[src/rtl/mem_arb_pkg.sv]
// Shared types and constants for the unified-memory port arbiter.
// Latency: n/a (declarations only).
// Backpressure: n/a.
package mem_arb_pkg;

  localparam int ADDR_W = 64;
  localparam int DATA_W = 64;
  localparam int INSN_W = 32;

  // Memory is 8-byte word addressed; the low three address bits never reach it.
  localparam logic [ADDR_W-1:0] WORD_ALIGN_MASK = ~64'h7;

  typedef enum logic [1:0] {
    IDLE = 2'd0,
    BUSY = 2'd1,
    RESP = 2'd2
  } arb_state_e;

endpackage

[src/rtl/mem_port_arbiter.sv]
// Arbitrates CPU fetch and data ports onto one single-port memory, steering read data back.
// Latency: 3 cycles minimum per access (grant, memory wait >= 1, ready pulse), all outputs registered.
// Backpressure: requesters hold until their one-cycle ready; memory stalls by withholding m_ack indefinitely.
module mem_port_arbiter
  import mem_arb_pkg::*;
#(
  parameter int STARVE_MAX = 4
) (
  input  logic              CLOCK,
  input  logic              RESET,
  input  logic              if_req,
  input  logic [ADDR_W-1:0] if_addr,
  output logic [INSN_W-1:0] if_rdata,
  output logic              if_ready,
  input  logic              d_req,
  input  logic              d_we,
  input  logic [ADDR_W-1:0] d_addr,
  input  logic [DATA_W-1:0] d_wdata,
  output logic [DATA_W-1:0] d_rdata,
  output logic              d_ready,
  output logic              m_req,
  output logic              m_we,
  output logic [ADDR_W-1:0] m_addr,
  output logic [DATA_W-1:0] m_wdata,
  input  logic              m_ack,
  input  logic [DATA_W-1:0] m_rdata
);

  localparam int SW = $clog2(STARVE_MAX + 1);
  localparam logic [SW-1:0] STARVE_LIM = SW'(STARVE_MAX);

  arb_state_e        state_q, state_d;
  logic [SW-1:0]     starve_q, starve_d;
  logic              grant_if_q, grant_if_d;   // 1 = fetch owns the in-flight access
  logic              sel_hi_q, sel_hi_d;       // fetch wants upper half of the word
  logic              m_req_q, m_req_d;
  logic              m_we_q, m_we_d;
  logic [ADDR_W-1:0] m_addr_q, m_addr_d;
  logic [DATA_W-1:0] m_wdata_q, m_wdata_d;
  logic [INSN_W-1:0] if_rdata_q, if_rdata_d;
  logic [DATA_W-1:0] d_rdata_q, d_rdata_d;
  logic              if_ready_q, if_ready_d;
  logic              d_ready_q, d_ready_d;
  logic              fetch_win;

  // State and output registers; reset abandons any in-flight access without a ready pulse.
  always_ff @(posedge CLOCK) begin
    if (!RESET) begin
      state_q    <= IDLE;
      starve_q   <= '0;
      grant_if_q <= 1'b0;
      sel_hi_q   <= 1'b0;
      m_req_q    <= 1'b0;
      m_we_q     <= 1'b0;
      m_addr_q   <= '0;
      m_wdata_q  <= '0;
      if_rdata_q <= '0;
      d_rdata_q  <= '0;
      if_ready_q <= 1'b0;
      d_ready_q  <= 1'b0;
    end else begin
      state_q    <= state_d;
      starve_q   <= starve_d;
      grant_if_q <= grant_if_d;
      sel_hi_q   <= sel_hi_d;
      m_req_q    <= m_req_d;
      m_we_q     <= m_we_d;
      m_addr_q   <= m_addr_d;
      m_wdata_q  <= m_wdata_d;
      if_rdata_q <= if_rdata_d;
      d_rdata_q  <= d_rdata_d;
      if_ready_q <= if_ready_d;
      d_ready_q  <= d_ready_d;
    end
  end

  // Next-state: grant in IDLE, hold the handshake in BUSY, single ready pulse in RESP.
  always_comb begin
    state_d    = state_q;
    starve_d   = starve_q;
    grant_if_d = grant_if_q;
    sel_hi_d   = sel_hi_q;
    m_req_d    = m_req_q;
    m_we_d     = m_we_q;
    m_addr_d   = m_addr_q;
    m_wdata_d  = m_wdata_q;
    if_rdata_d = if_rdata_q;
    d_rdata_d  = d_rdata_q;
    if_ready_d = 1'b0;
    d_ready_d  = 1'b0;
    fetch_win  = 1'b0;

    case (state_q)
      IDLE: begin
        if (if_req || d_req) begin
          // Data normally wins a tie; a fetch that has lost STARVE_MAX ties in a row goes first.
          fetch_win  = if_req && (!d_req || (starve_q == STARVE_LIM));
          grant_if_d = fetch_win;
          m_req_d    = 1'b1;
          state_d    = BUSY;
          if (fetch_win) begin
            m_we_d   = 1'b0;
            m_addr_d = if_addr & WORD_ALIGN_MASK;
            sel_hi_d = if_addr[2];
            starve_d = '0;
          end else begin
            m_we_d    = d_we;
            m_addr_d  = d_addr & WORD_ALIGN_MASK;
            m_wdata_d = d_wdata;
            if (if_req && (starve_q != STARVE_LIM)) begin
              starve_d = starve_q + 1'b1;
            end
          end
        end
      end
      BUSY: begin
        if (m_ack) begin
          m_req_d = 1'b0;
          state_d = RESP;
          if (grant_if_q) begin
            if_rdata_d = sel_hi_q ? m_rdata[63:32] : m_rdata[31:0];
            if_ready_d = 1'b1;
          end else begin
            if (!m_we_q) begin
              d_rdata_d = m_rdata;
            end
            d_ready_d = 1'b1;
          end
        end
      end
      RESP: begin
        state_d = IDLE;
      end
      default: begin
        state_d = IDLE;
      end
    endcase
  end

  assign m_req    = m_req_q;
  assign m_we     = m_we_q;
  assign m_addr   = m_addr_q;
  assign m_wdata  = m_wdata_q;
  assign if_rdata = if_rdata_q;
  assign d_rdata  = d_rdata_q;
  assign if_ready = if_ready_q;
  assign d_ready  = d_ready_q;

endmodule

[config.mk]
export PLATFORM = sky130hd
export DESIGN_NAME = mem_port_arbiter
export DESIGN_NICKNAME = d
export VERILOG_FILES = /design/src/rtl/mem_arb_pkg.sv /design/src/rtl/mem_port_arbiter.sv
export SDC_FILE = /design/constraint.sdc
export NUM_CORES = 1
export LEC_CHECK = 0
export CAP_MARGIN = 25
export CORE_AREA = 2 2 193 195
export CTS_CLUSTER_DIAMETER = 50
export DETAILED_ROUTE_END_ITERATION = 7
export DIE_AREA = 0 0 195 197
export GPL_TIMING_DRIVEN = 0
export PLACE_DENSITY = 0.54
export SLEW_MARGIN = 40
export SYNTH_ARGS = -nofsm -noshare
export SYNTH_HDL_FRONTEND = slang
export SYNTH_SLANG_ARGS = --single-unit
[constraint.sdc]
create_clock -name CLOCK -period 2.1 [get_ports CLOCK]
set_input_delay 0.42 -clock CLOCK [delete_from_list [all_inputs] [get_ports CLOCK]]
set_output_delay 0.42 -clock CLOCK [all_outputs]
set_load 0.005 [all_outputs]
# Word level (Yosys, flattened, before mapping)
# Index checks and enable logic that the tools add are counted.
# word_totals
regBits	235
in_bits	262
out_inout_bits	228
word_cells	51
# classes
n_addsub	1
eq_ne	5
mux	13
n_bitwise	3
n_reduce_logical	17
# ops
cell	n
$mux W64	1
$mux W32	1
$reduce_and A3 Y1	6
$mux W3	2
$mux W1	5
$mux W2	2
$ne A2 B2 Y1 const B	2
$pmux W2 S2	1
$reduce_and A2 Y1	2
$reduce_and A4 Y1	1
$reduce_bool A2 Y1	2
$add A3 B1 Y3 const B	1
$eq A3 B3 Y1 const B	1
$ne A3 B3 Y1 const B	1
$not A1 Y1	3
$eq A2 B1 Y1 const B	1
$logic_and A1 B1 Y1	2
$logic_not A2 Y1	1
$logic_or A1 B1 Y1	2
$pmux W1 S2	1
$logic_not A1 Y1	1

# Longest topological paths before layout
# Gate-level depths: netlist of the first run.
# logic_depth
ltp_word	5
mapped_depth	8
mapped_depth_nobuf	5

# Worst setup path before layout of the first run
# No wires, ideal clock.
# synth_timing
kind	register -> register
start	reg starve_q[0]
end	reg m_wdata_q[14], in the netlist m_wdata[14]
setup_time_ns	0.070
arrival_time_ns	1.384
required_ns	2.030
path_slack_ns	0.645
stages_incl_launch_ff	9
path_buffers	3
period_less_slack_ns	1.455
cell_sequence	dfxtp_1 inv_1 ha_1 nand3_1 buf_2 buf_2 buf_2 nand3_1 a21oi_1
# synth_via
elab_chain_cells	5
# synth_lines
item	line_no	rtl
start, declared	mem_port_arbiter.sv:33	logic [SW-1:0] starve_q, starve_d;
start signal, assigned	mem_port_arbiter.sv:63	starve_q <= starve_d;
$eq A3 B3 Y1	mem_port_arbiter.sv:97	fetch_win = if_req && (!d_req || (starve_q == STARVE_LIM));
$logic_or A1 B1 Y1	mem_port_arbiter.sv:97	
$logic_and A1 B1 Y1	mem_port_arbiter.sv:97	
$not A1 Y1 (no source line)	--	
$reduce_and A3 Y1 (no source line)	--	
end signal, assigned	mem_port_arbiter.sv:69	m_wdata_q <= m_wdata_d;
end, declared	mem_port_arbiter.sv:39	logic [DATA_W-1:0] m_wdata_q, m_wdata_d;
# No other way between the ends.
# A chain may end at the register's enable or synchronous reset.

# Worst setup path in the final report of the first run
# layout_timing
start	reg starve_q[0]
end	reg m_wdata_q[19], in the netlist m_wdata[19]
# The elaborated chain is that of the path after synthesis.

==> results.py, run 1 <==
metrics = {
    "status": {
        "outcome": "complete, no violations",
    },
    "critical_path": {
        "worstPathArrival_ns": 2.38,
        "startpoint_type": "flip-flop",
        "critPathCaptureType": "flip-flop",
        "crit_family": "buffers and inverters",
        "path_max_fanout": 10,
        "worst_ep_required_time_ns": 2.54,
        "crit_path_max_incr_delay_ns": 0.33,
        "critPathBufInv": 4,
        "critPathKind": "flip-flop to flip-flop",
        "slowest_stage": "dfxtp_1",
        "path_cells": "inv_1 > ha_1 > nand3_1 > buf_2 > clkbuf_4 > buf_2 > nand3_1 > a21oi_1",
    },
    "timing": {
        "worstMarginPinSlew_ns": 0.713,
        "rsz0062_at_grt": "false",
        "timing.fmax_mhz": 514,
        "slew_headroom_pct": 52.5,
        "maxSlewViolCount": 0,
        "finalHoldViolCount": 0,
        "setup_viol_count_final": 0,
        "finalClockSkew_ns": 0.0135,
        "fin_crit_ns": 1.95,
        "fin_crit_sh_pct": 92.7,
    },
    "run": {
        "cap_violations": 0,
    },
    "synthesis": {
        "ys_seq_elements": 232,
        "synthTopCellsByArea": "dfxtp_1, nand3_1, o21ai_0",
        "avgSynthCellArea_um2": 8.38,
        "syn_area_mm2": 0.00952,
        "syn_inst": 1136,
        "synth_warnings": 0,
        "synthDistinctLibCells": 37,
        "yosys.area.top_type": "dfxtp_1",
        "synth_flop_cell": "dfxtp_1",
        "async_flop_share_pct": 0,
        "ys_seq_area_share_pct": 48.8,
        "synth_top_area_share_pct": 48.8,
        "synth-edff-count": 0,
    },
    "routing": {
        "antenna_left": 0,
        "vias": 10900,
        "drtIter0Drc": 553,
        "wl_per_cell_um": 21.3,
        "drt-pass1-iter-count": 5,
        "vias_per_cell": 5.06,
        "drc": 0,
        "drt-total-wl_um": 45900,
    },
    "pwr": {
        "clockPowerShare_pct": 45.7,
        "pwr-share-seq_pct": 37.0,
        "irDropWorstVdd_v": 0.000466,
        "power.total_mw": 13.0,
        "power.leakage_nw": 5.54,
        "pwr-share-comb_pct": 17.3,
        "p_int_mw": 9.58,
        "p_switching_mw": 3.45,
        "power.density_mw_per_mm2": 808,
        "swShare_pct": 26.5,
    },
    "final_layout": {
        "finalNetCount": 1922,
        "fillers": 3652,
        "area_growth_pct": 69.3,
        "final_cell_area_mm2": 0.0161,
        "drive_above_1_share_pct": 8.33,
    },
    "die": {
        "design.portCount": 490,
        "rows": 70,
        "die_w_um": 195,
        "core_area_mm2": 0.0363,
        "die_area_mm2": 0.0384,
        "start_util_pct": 26.3,
        "die_h_um": 197,
    },
    "clock_tree": {
        "insertion_delay_ns": 0.52,
        "clkTransAtPathRegs_ns": 0.05,
        "cts_buffers": 37,
        "post_cts_resize_count": 0,
        "clockBufferDepth": 3,
        "clock-sinks": 232,
        "cts_setup_buffers": 0,
        "cts_root_buffer": "clkbuf_16",
        "cts_max_level": 2,
        "ctsHoldBuffers": 0,
        "cts_tree": "done",
    },
    "placement": {
        "placed_area_mm2": 0.0149,
        "portBuffers": 481,
        "gp_congestion": 0.863,
        "hpwl_um": 34400,
    },
    "global_route": {
        "grt_pass1_vias": 10900,
        "grt_max_degree": 13,
        "antenna_found_initial": 1,
        "grt_usage_pct": 22.9,
        "grt_pass1_wl_um": 67800,
        "gr-total-overflow": 0,
    },
    "min_path": {
        "hold_path_class": "flip-flop to flip-flop",
    },
}
-- layout make-up --
class	count	area [um^2]	area share [%]
antenna	1	2.50	0.0155
buffer	135	682	4.23
inverter	4	15.0	0.0932
multi-input combinational	767	4200	26.0
sequential	232	4640	28.8
timing repair buffer	481	4810	29.9
clock inverter	18	195	1.21
tap	468	586	3.63
clock buffer	44	982	6.09
-- layout by cell type, fill, tap and decap left out, types with 2 or more instances in the layout --
cell,instances
a31oi_1,61
a21bo_2,2
dfxtp_1,232
inv_6,4
clkbuf_16,37
clkdlybuf4s50_1,481
nor2_1,33
conb_1,3
mux2i_1,32
nand3_1,253
clkbuf_8,3
a211oi_1,32
buf_6,8
bufinv_16,3
a21oi_1,133
o21ai_1,32
buf_2,44
clkinv_2,7
buf_4,12
clkinvlp_4,2
ha_1,2
clkbuf_2,9
inv_1,4
o21ai_0,158
clkbuf_1,65
and3_1,3
nor2_2,2
or2_1,2
nand2_1,3
-- tightest hold or removal path, stage by stage, from the launching register on --
cell and delay (ns):
dfxtp_1 0.31, nand2_1 0.05, a21oi_1 0.06
-- Yosys cell counts (2+ instances only) --
library cell,count
nor2_1,35
o21ai_1,32
a21bo_2,2
buf_4,12
a31oi_1,61
mux2i_1,32
nand2_1,3
dfxtp_1,232
or2_1,2
inv_1,4
buf_6,8
clkbuf_2,6
o21ai_0,158
a21oi_1,133
nand3_1,253
a211oi_1,32
ha_1,2
buf_2,45
clkbuf_1,64
and3_1,3
-- power groups by stage --
stage	logic (mW)	registers [mW]	clock network, mW
after floorplan	0.824	4.90	0
after global placement	2.25	4.90	0
after detailed placement	2.25	4.91	0
after CTS	2.26	4.82	6.10
after global routing	2.42	4.85	6.27
final	2.25	4.82	5.96
-- through the flow --
step	worst slack (ns)	setup TNS, ns	util [%]	std cells	hold slack (ns)
final	0.154	0	44.5	2150	0.461
after global routing	0.00998	0	44.5	2150	0.461
after CTS	0.0667	0	44.4	2149	0.446
after detailed placement	-0.323	-35.10	41.2	2087	0.459
after global placement	-0.611	-83.21	41.2	2087	0.446
after floorplan	0.645	0	-	1138	0.453
-- kinds of logic after synthesis --
kind of cell / Yosys count / share of synthesized area, %
AOI/OAI and AO/OA: 419 / 23.9
xor gates and xnor gates: 2 / 0.184
adders and majority gates: 2 / 0.263
buffers and inverters: 139 / 7.26
DFF: 232 / 48.8
muxes: 32 / 3.36
other: 1 / 0.0394
and+or+nand+nor: 309 / 16.2
-- flip-flops by register name (all words and copies together) (netlist names) --
name        flops
state_q         2
m_wdata        64
if_ready        1
m_req           1
m_addr         61
grant_if_q      1
m_we            1
if_rdata       32
d_ready         1
starve_q        3
d_rdata        64
sel_hi_q        1
-- routing by layer --
layer / vias to the layer above / track usage [%] / share of wire (%)
met2: 458 / 38.8 / 48
met1: 5152 / 27.4 / 41
met4: 0 / 7.27 / 2.6
li1: 5203 / - / -
met3: 72 / 7.55 / 9.1
met5: - / 0 / 0
-- path summary, 6_finish.rpt --
path         cells past startpoint  slack, ns        start          end
min                              2       0.46        m_req        m_req
min reg2reg                      2       0.46        m_req        m_req
max                              8       0.15  starve_q[0]  m_wdata[19]
max reg2reg                      8       0.15  starve_q[0]  m_wdata[19]
Power figures use the tool's default switching activity.
==> run 2: changes to the inputs <==
--- a/config.mk
+++ b/config.mk
@@ -12,6 +12,7 @@
 export DIE_AREA = 0 0 195 197
 export GPL_TIMING_DRIVEN = 0
 export PLACE_DENSITY = 0.54
+export SKIP_LAST_GASP = 1
 export SLEW_MARGIN = 40
 export SYNTH_ARGS = -nofsm -noshare
 export SYNTH_HDL_FRONTEND = slang
==> results of run 2 <==
Same layout as run 1: the final DEF is identical, and so are final timing and power.
